## src/rtl/key_search_ctrl.sv

```systemverilog
// Brute-force RC4 key search sequencer: requests candidates, launches the decrypt
// core, then scans the decrypted message for lowercase letters and spaces only.
module key_search_ctrl #(
    parameter int          MSG_LEN = 32,
    parameter logic [21:0] KEY_MAX = 22'h3FFFFF
) (
    input  logic        clk,
    input  logic        reset,
    input  logic        enable,
    output logic        start_key,
    input  logic        key_ready,
    input  logic [21:0] key_in,
    output logic        found_key,
    output logic        dec_start,
    output logic [23:0] dec_key,
    input  logic        dec_done,
    output logic [4:0]  rd_addr,
    input  logic [7:0]  rd_data,
    output logic        exhausted,
    output logic [21:0] key_found,
    output logic        busy
);

    typedef enum logic [3:0] {
        IDLE,
        REQ_KEY,
        WAIT_KEY,
        LAUNCH,
        WAIT_DEC,
        SCAN,
        FAIL,
        FOUND,
        EXHAUSTED
    } state_t;

    localparam logic [4:0] LAST_IDX = 5'(MSG_LEN - 1);

    state_t      state;
    state_t      state_nxt;
    logic [21:0] cur_key;
    logic [4:0]  chk_idx;
    logic        data_vld;
    logic        byte_ok;

    assign byte_ok = ((rd_data >= 8'h61) && (rd_data <= 8'h7A)) || (rd_data == 8'h20);
    assign dec_key = {2'b00, cur_key};

    always_ff @(posedge clk) begin
        if (reset) begin
            state <= IDLE;
        end else begin
            state <= state_nxt;
        end
    end

    // RAM read data lags the address by one cycle; data_vld masks the first SCAN cycle
    always_ff @(posedge clk) begin
        if (reset) begin
            cur_key  <= '0;
            rd_addr  <= '0;
            chk_idx  <= '0;
            data_vld <= 1'b0;
        end else begin
            case (state)
                WAIT_KEY: begin
                    if (key_ready) begin
                        cur_key <= key_in;
                    end
                end
                WAIT_DEC: begin
                    if (dec_done) begin
                        rd_addr  <= '0;
                        chk_idx  <= '0;
                        data_vld <= 1'b0;
                    end
                end
                SCAN: begin
                    if (rd_addr != LAST_IDX) begin
                        rd_addr <= rd_addr + 5'd1;
                    end
                    if (data_vld) begin
                        chk_idx <= chk_idx + 5'd1;
                    end else begin
                        data_vld <= 1'b1;
                    end
                end
                default: begin
                end
            endcase
        end
    end

    always_comb begin
        state_nxt = state;
        start_key = 1'b0;
        dec_start = 1'b0;
        busy      = 1'b1;
        found_key = 1'b0;
        exhausted = 1'b0;
        key_found = '0;
        case (state)
            IDLE: begin
                busy = 1'b0;
                if (enable) begin
                    state_nxt = REQ_KEY;
                end
            end
            REQ_KEY: begin
                start_key = 1'b1;
                state_nxt = WAIT_KEY;
            end
            WAIT_KEY: begin
                if (key_ready) begin
                    state_nxt = LAUNCH;
                end
            end
            LAUNCH: begin
                dec_start = 1'b1;
                state_nxt = WAIT_DEC;
            end
            WAIT_DEC: begin
                if (dec_done) begin
                    state_nxt = SCAN;
                end
            end
            SCAN: begin
                if (data_vld) begin
                    if (!byte_ok) begin
                        state_nxt = FAIL;
                    end else if (chk_idx == LAST_IDX) begin
                        state_nxt = FOUND;
                    end
                end
            end
            FAIL: begin
                state_nxt = (cur_key == KEY_MAX) ? EXHAUSTED : REQ_KEY;
            end
            FOUND: begin
                busy      = 1'b0;
                found_key = 1'b1;
                key_found = cur_key;
            end
            EXHAUSTED: begin
                busy      = 1'b0;
                exhausted = 1'b1;
            end
            default: begin
                state_nxt = IDLE;
            end
        endcase
    end

endmodule

```

## config.mk

```make
export PLATFORM = sky130hd
export DESIGN_NAME = key_search_ctrl
export DESIGN_NICKNAME = d
export VERILOG_FILES = /design/src/rtl/key_search_ctrl.sv
export SDC_FILE = /design/constraint.sdc
export NUM_CORES = 1
export LEC_CHECK = 0
export CAP_MARGIN = 5
export CORE_MARGIN = 5
export CORE_UTILIZATION = 44
export DETAILED_ROUTE_END_ITERATION = 16
export GPL_ROUTABILITY_DRIVEN = 0
export GPL_TIMING_DRIVEN = 0
export PLACE_DENSITY = 0.86
export SLEW_MARGIN = 5
export SYNTH_ARGS = -nofsm -noshare
export SYNTH_HDL_FRONTEND = slang
export SYNTH_SLANG_ARGS = --single-unit
```

## constraint.sdc

```tcl
create_clock -name clk -period 3.9 [get_ports clk]
set_input_delay 0.585 -clock clk [delete_from_list [all_inputs] [get_ports clk]]
set_output_delay 0.585 -clock clk [all_outputs]
set_load 0.005 [all_outputs]
```

==> results.json, run 1 <==
{
  "outcome": "finished clean",
  "synth_cell_types": 46,
  "min_period_over_period": 0.746,
  "wl_per_cell_um": 14.3,
  "final-setup-viol-count": 0,
  "cts_tree": "built",
  "finalSetupTns_ps": 0,
  "cp-end-kind": "output pin",
  "crit_path_max_incr_delay_ps": 510,
  "drive_above_1_share": 0.0772,
  "die_area_um2": 5710,
  "ys.flop_type": "dfxtp_1",
  "grt_pass1_vias": 2033,
  "p_seq_frac": 0.401,
  "holdPathStages": 2,
  "slew_headroom": 0.643,
  "maxCapViolations": 0,
  "die_w_um": 75.6,
  "vias_per_cell": 5.17,
  "synth.avg_cell_area_um2": 7.86,
  "combPwrFrac": 0.373,
  "synth.cell_area_um2": 1890,
  "cts.path.max_buffers": 2,
  "cp.required_ps": 3310,
  "hold_buffers": 0,
  "rrSetupSlack_ps": 2070,
  "hp-class": "reg -> reg",
  "die_y_um": 75.6,
  "fillers": 343,
  "synth-seq-cells": 37,
  "min-delay-start": "cur_key[1]",
  "finalClockSkew_ps": 6.01,
  "ioPinCount": 91,
  "r2r_cells": 7,
  "gr-usage-all-layers": 0.211,
  "power.switching_w": 0.000386,
  "total_power_w": 0.00114,
  "grt_pass1_wl_um": 9180,
  "r2r_start": "rd_addr[0]",
  "cp-start-kind": "register",
  "p_clk_frac": 0.226,
  "yosysTopAreaCell": "dfxtp_1",
  "nNetsFinal": 375,
  "hold_end": "cur_key[1]",
  "r2r-end": "rd_addr[3]",
  "synth_edf_count": 0,
  "dp_cells": 379,
  "cp_max_fo": 10,
  "cp.arrival_ps": 2320,
  "cts_setup_buffers": 0,
  "overflow": 0,
  "fmax_mhz": 344,
  "stdcell_count": 387,
  "cts_root_buf": "clkbuf_8",
  "coreArea_um2": 4090,
  "power_density_nw_per_um2": 392,
  "ys_seq_area_frac": 0.391,
  "switching_share": 0.338,
  "synth_area_leaders": "dfxtp_1 39%, nand2_1 10%, and2_1 8.3%",
  "ant_nets": 0,
  "drt_pass1_iterations": 4,
  "area_growth_pct": 53.9,
  "portBuffers": 87,
  "syn_inst": 241,
  "cts_buffers": 5,
  "crit_chain": "buf_4 -> nand2_1 -> nor2_1 -> clkbuf_1 -> and2_1 -> clkdlybuf4s50_1",
  "rsz0062_at_grt": "false",
  "antenna_found_initial": 0,
  "clk_latency_ps": 290,
  "rows": 23,
  "worst_pin_slew_ps": 536,
  "internal-power_w": 0.000756,
  "min_period_ps": 2910,
  "async_flop_share": 0,
  "hold_violations": 0,
  "yosysWarnings": 0,
  "vias": 2002,
  "htreeDepth": 2,
  "slowest_stage": "clkdlybuf4s50_1",
  "postCtsResizedCells": 0,
  "slew_viol_final": 0,
  "place_hpwl_um": 4380,
  "start_util": 0.463,
  "drt-total-wl_um": 5540,
  "diodes": 0,
  "grt_max_degree": 12,
  "ir_drop_uv": 212,
  "yosysTopAreaCellShare": 0.391,
  "p_leak_nw": 1.05,
  "clock-sinks": 37,
  "clkTransAtPathRegs_ps": 70,
  "drt_iter0_markers": 83,
  "drc_errors": 0,
  "crit_type": "reg -> out"
}
==> critical path, delay by kind of cell (launching register included) <==
family,cells,cell delay [ps]
buffers and inverters,3,1070
and+or+nand+nor,3,580
DFF,1,380
==> power by group through the flow <==
| stage | clock [W] | sequential (W) | combinational, W |
|---|---|---|---|
| 2_1_floorplan | 0 | 0.000460 | 0.000247 |
| 3_3_place_gp | 0 | 0.000465 | 0.000419 |
| 3_5_place_dp | 0 | 0.000467 | 0.000426 |
| 4_1_cts | 0.000261 | 0.000458 | 0.000429 |
| 5_1_grt | 0.000283 | 0.000466 | 0.000473 |
| 6_report | 0.000258 | 0.000459 | 0.000426 |
==> cells in the mapped netlist (2+ instances only) <==
| cell | instances |
|---|---|
| a211o_1 | 2 |
| inv_1 | 5 |
| nand4_1 | 6 |
| clkbuf_1 | 7 |
| nor2_1 | 20 |
| a32oi_1 | 2 |
| a21oi_1 | 28 |
| a22oi_1 | 2 |
| o21ai_0 | 2 |
| and2_1 | 25 |
| buf_4 | 4 |
| ha_1 | 4 |
| or3_1 | 2 |
| buf_6 | 2 |
| dfxtp_1 | 37 |
| nand2b_1 | 2 |
| nand2_1 | 52 |
| nand3_1 | 4 |
| buf_2 | 2 |
| nor3_1 | 3 |
| xor2_1 | 3 |
| and3_1 | 3 |
==> state kept, by name (all words and copies together), names as in the netlist <==
register and flops:
data_vld 1, chk_idx 5, state 4, rd_addr 5, cur_key 22
==> placed cells by master, fill, tap and decap left out, drive strengths merged, types with 4 or more instances in the layout <==
master          n
clkdlybuf4s50  87
nand2          52
dfxtp          37
a21oi          29
and2           25
nor2           21
clkbuf         13
buf             9
nand4           6
inv             5
nand3           4
ha              4
nor3            4
==> per-stage QoR <==
step	utilization	setup slack, ps	hold slack [ps]	cell area [µm²]
6_report	0.713	990	486	2910
5_1_grt	0.713	800	521	2910
4_1_cts	0.713	947	488	2910
3_5_place_dp	0.693	1260	478	2830
3_3_place_gp	0.693	1330	466	2830
2_1_floorplan	-	2140	460	1900
==> worst max-delay path by stage <==
stage | start | slack, ps | cells after the start | to
after floorplan | state[3] | 2140 | 5 | key_found[13]
final | state[2] | 990 | 6 | key_found[18]
after CTS | state[2] | 950 | 6 | key_found[18]
after detailed placement | state[2] | 1260 | 6 | key_found[18]
after global routing | state[2] | 800 | 6 | key_found[17]
after global placement | state[2] | 1330 | 6 | key_found[18]
==> metal layers <==
layer | up-vias | global-route usage | part of all wire | wire, µm
met5 | - | 0 | 0 | 0
met4 | 0 | 0.0680 | 0.013 | 74
met3 | 5 | 0.0699 | 0.077 | 427
met2 | 70 | 0.366 | 0.50 | 2770
met1 | 925 | 0.246 | 0.41 | 2270
li1 | 1002 | - | - | -
==> area by class of cell <==
cell class | instances | area (µm²) | share of cell area
clock inverter | 2 | 10.0 | 0.00344
clock buffer | 6 | 72.6 | 0.0249
sequential | 37 | 741 | 0.254
tap | 50 | 62.6 | 0.0215
multi-input combinational | 184 | 1040 | 0.359
timing repair buffer | 87 | 871 | 0.299
buffer | 16 | 92.6 | 0.0318
inverter | 5 | 18.8 | 0.00644
==> cell families after synthesis <==
group	Yosys count	share of synthesized area
compound gates	47	0.166
simple gates	126	0.330
fa+ha+maj	4	0.0264
mux	2	0.0112
xor+xnor	3	0.0139
buf+inv	21	0.0588
flops	37	0.391
other cells	1	0.00198
No activity file was read; power rests on OpenSTA's default activity.
==> inputs of run 2 (changes only) <==
--- a/config.mk
+++ b/config.mk
@@ -7,11 +7,11 @@
 export LEC_CHECK = 0
 export CAP_MARGIN = 5
 export CORE_MARGIN = 5
-export CORE_UTILIZATION = 44
+export CORE_UTILIZATION = 37
 export DETAILED_ROUTE_END_ITERATION = 16
 export GPL_ROUTABILITY_DRIVEN = 0
 export GPL_TIMING_DRIVEN = 0
-export PLACE_DENSITY = 0.86
+export PLACE_DENSITY = 0.77
 export SLEW_MARGIN = 5
 export SYNTH_ARGS = -nofsm -noshare
 export SYNTH_HDL_FRONTEND = slang
==> constraint.sdc (replaced) <==
create_clock -name clk -period 2.5 [get_ports clk]
set_input_delay 0.375 -clock clk [delete_from_list [all_inputs] [get_ports clk]]
set_output_delay 0.375 -clock clk [all_outputs]
set_load 0.005 [all_outputs]
==> run 2 against run 1 <==
First-iteration DRC count decreased by 1.2%. Wire length up 2.5%. Die area up 16%. Clock-buffer cell count grew 1. Register-to-register slack lost 1400 ps. Combinational power rose by 57%. Clock power increased by 60%. Flip-flop and latch count unchanged. Critical endpoint unchanged. Largest power group unchanged.
==> results.json, run 2 (synthesis gave the netlist of run 1 again) <==
{
  "portBuffers": 87,
  "holdWs_ps": 473,
  "cts_setup_buffers": 0,
  "largest_reg_flops": 22,
  "nNetsFinal": 375,
  "cp-end-kind": "output pin",
  "worst_pin_slew_ps": 561,
  "cts_root_buf": "clkbuf_8",
  "crit_type": "reg -> out",
  "area_growth_pct": 56.2,
  "drt_iter0_markers": 82,
  "die_y_um": 81.5,
  "place_hpwl_um": 4480,
  "post_dp_cell_area_um2": 2860,
  "ir_drop_uv": 369,
  "grt_pass1_vias": 1993,
  "cp.arrival_ps": 2020,
  "drt_pass1_iterations": 4,
  "fmax_mhz": 418,
  "power_density_nw_per_um2": 609,
  "cp_max_fo": 10,
  "design_area_um2": 2960,
  "worst_slack_ps": 108,
  "htreeDepth": 2,
  "cts_tree": "built",
  "largest_register": "cur_key",
  "min_period_ps": 2390,
  "vias": 1977,
  "antenna_found_initial": 0,
  "coreArea_um2": 5040,
  "overflow": 0,
  "maxCapViolations": 0,
  "slew_headroom": 0.626,
  "hold_violations": 0,
  "cts.path.max_buffers": 2,
  "drt-total-wl_um": 5680,
  "slew_viol_final": 0,
  "ioPinCount": 91,
  "drive_above_1_share": 0.0833,
  "wl_per_cell_um": 14.0,
  "start_util": 0.375,
  "final_common_cell": "clkdlybuf4s50_1",
  "gr-usage-all-layers": 0.185,
  "ant_nets": 0,
  "grt_pass1_wl_um": 9520,
  "rows": 26,
  "multi_input_area_um2": 1050,
  "layout_common_cells": "87 x clkdlybuf4s50_1, 52 x nand2_1, 37 x dfxtp_1",
  "vias_per_cell": 4.87,
  "finalClockSkew_ps": 7.54,
  "grt_max_degree": 11,
  "place_ws_ps": 85.0,
  "cp-start-kind": "register",
  "cts_buffers": 5,
  "clock-sinks": 37,
  "outcome": "finished clean",
  "drc_errors": 0,
  "final-setup-viol-count": 0,
  "diodes": 0,
  "die_w_um": 81.5,
  "regArea_um2": 741,
  "cp.required_ps": 2120,
  "p_leak_nw": 1.06,
  "min_period_over_period": 0.957,
  "die_area_um2": 6650,
  "clkTransAtPathRegs_ps": 70,
  "reg_top3": "cur_key: 22 flops, chk_idx: 5 flops, rd_addr: 5 flops",
  "fillers": 491,
  "hp-class": "in -> reg",
  "clk_latency_ps": 290
}
run 2: cell count changes in the layout (fill, tap and decap cells not counted):
cell and delta:
clkbuf_1 -2, buf_4 +1, clkbuf_4 +1, nor2_1 -1, clkbuf_8 +1, nor2_4 +1, clkinv_2 -2
run 2: through the flow:
stage | setup TNS [ps] | cells | total power, W | util
2_1_floorplan | 0 | 242 | 0.00110 | -
3_3_place_gp | 0 | 399 | 0.00138 | 0.566
3_5_place_dp | 0 | 399 | 0.00139 | 0.566
4_1_cts | 0 | 406 | 0.00181 | 0.585
5_1_grt | -5.38 | 406 | 0.00192 | 0.586
6_report | 0 | 406 | 0.00180 | 0.586
run 2: metal layers:
metal  part of all wire  global-route usage  routed length, µm  vias up
met5                  0                   0                  0        -
met4              0.024              0.0794                137        0
met3              0.047              0.0428                267       11
li1                   -                   -                  -      997
met1               0.42               0.216               2370      915
met2               0.51               0.324               2900       54
run 2: cell type report:
class / instances / area share
sequential: 37 / 0.251
timing repair buffer: 87 / 0.295
tap: 70 / 0.0296
inverter: 5 / 0.00635
clock buffer: 7 / 0.0292
multi-input combinational: 184 / 0.356
buffer: 16 / 0.0339
run 2: path summary, 6_finish.rpt:
check,from,endpoint,slack [ps],depth (start not counted)
worst min register to register,cur_key[1],cur_key[1],490,2
worst max-delay path,state[2],key_found[18],110,6
worst max register to register,rd_addr[0],rd_addr[3],700,7
worst min-delay path,reset,state[0],470,2
run 2: what timing repair did:
item                                    in CTS  in global routing
hold buffers                                 0                  0
gates resized for setup                      4                  5
endpoints found under the setup margin      20                 12
run 2: worst max-delay path: stages (launching register included):
cell and delay, ps:
dfxtp_1 370, buf_4 190, nand2_1 120, nor2_4 190, clkbuf_4 220, and2_1 140, clkdlybuf4s50_1 500
run 2: power by group:
part,switching [W],total (W),leakage [nW],internal (W)
Combinational,0.000336,0.000669,0.717,0.000333
Clock,0.000195,0.000413,0.0443,0.000219
Sequential,0.0000636,0.000718,0.299,0.000654
Total,0.000594,0.00180,1.06,0.00121
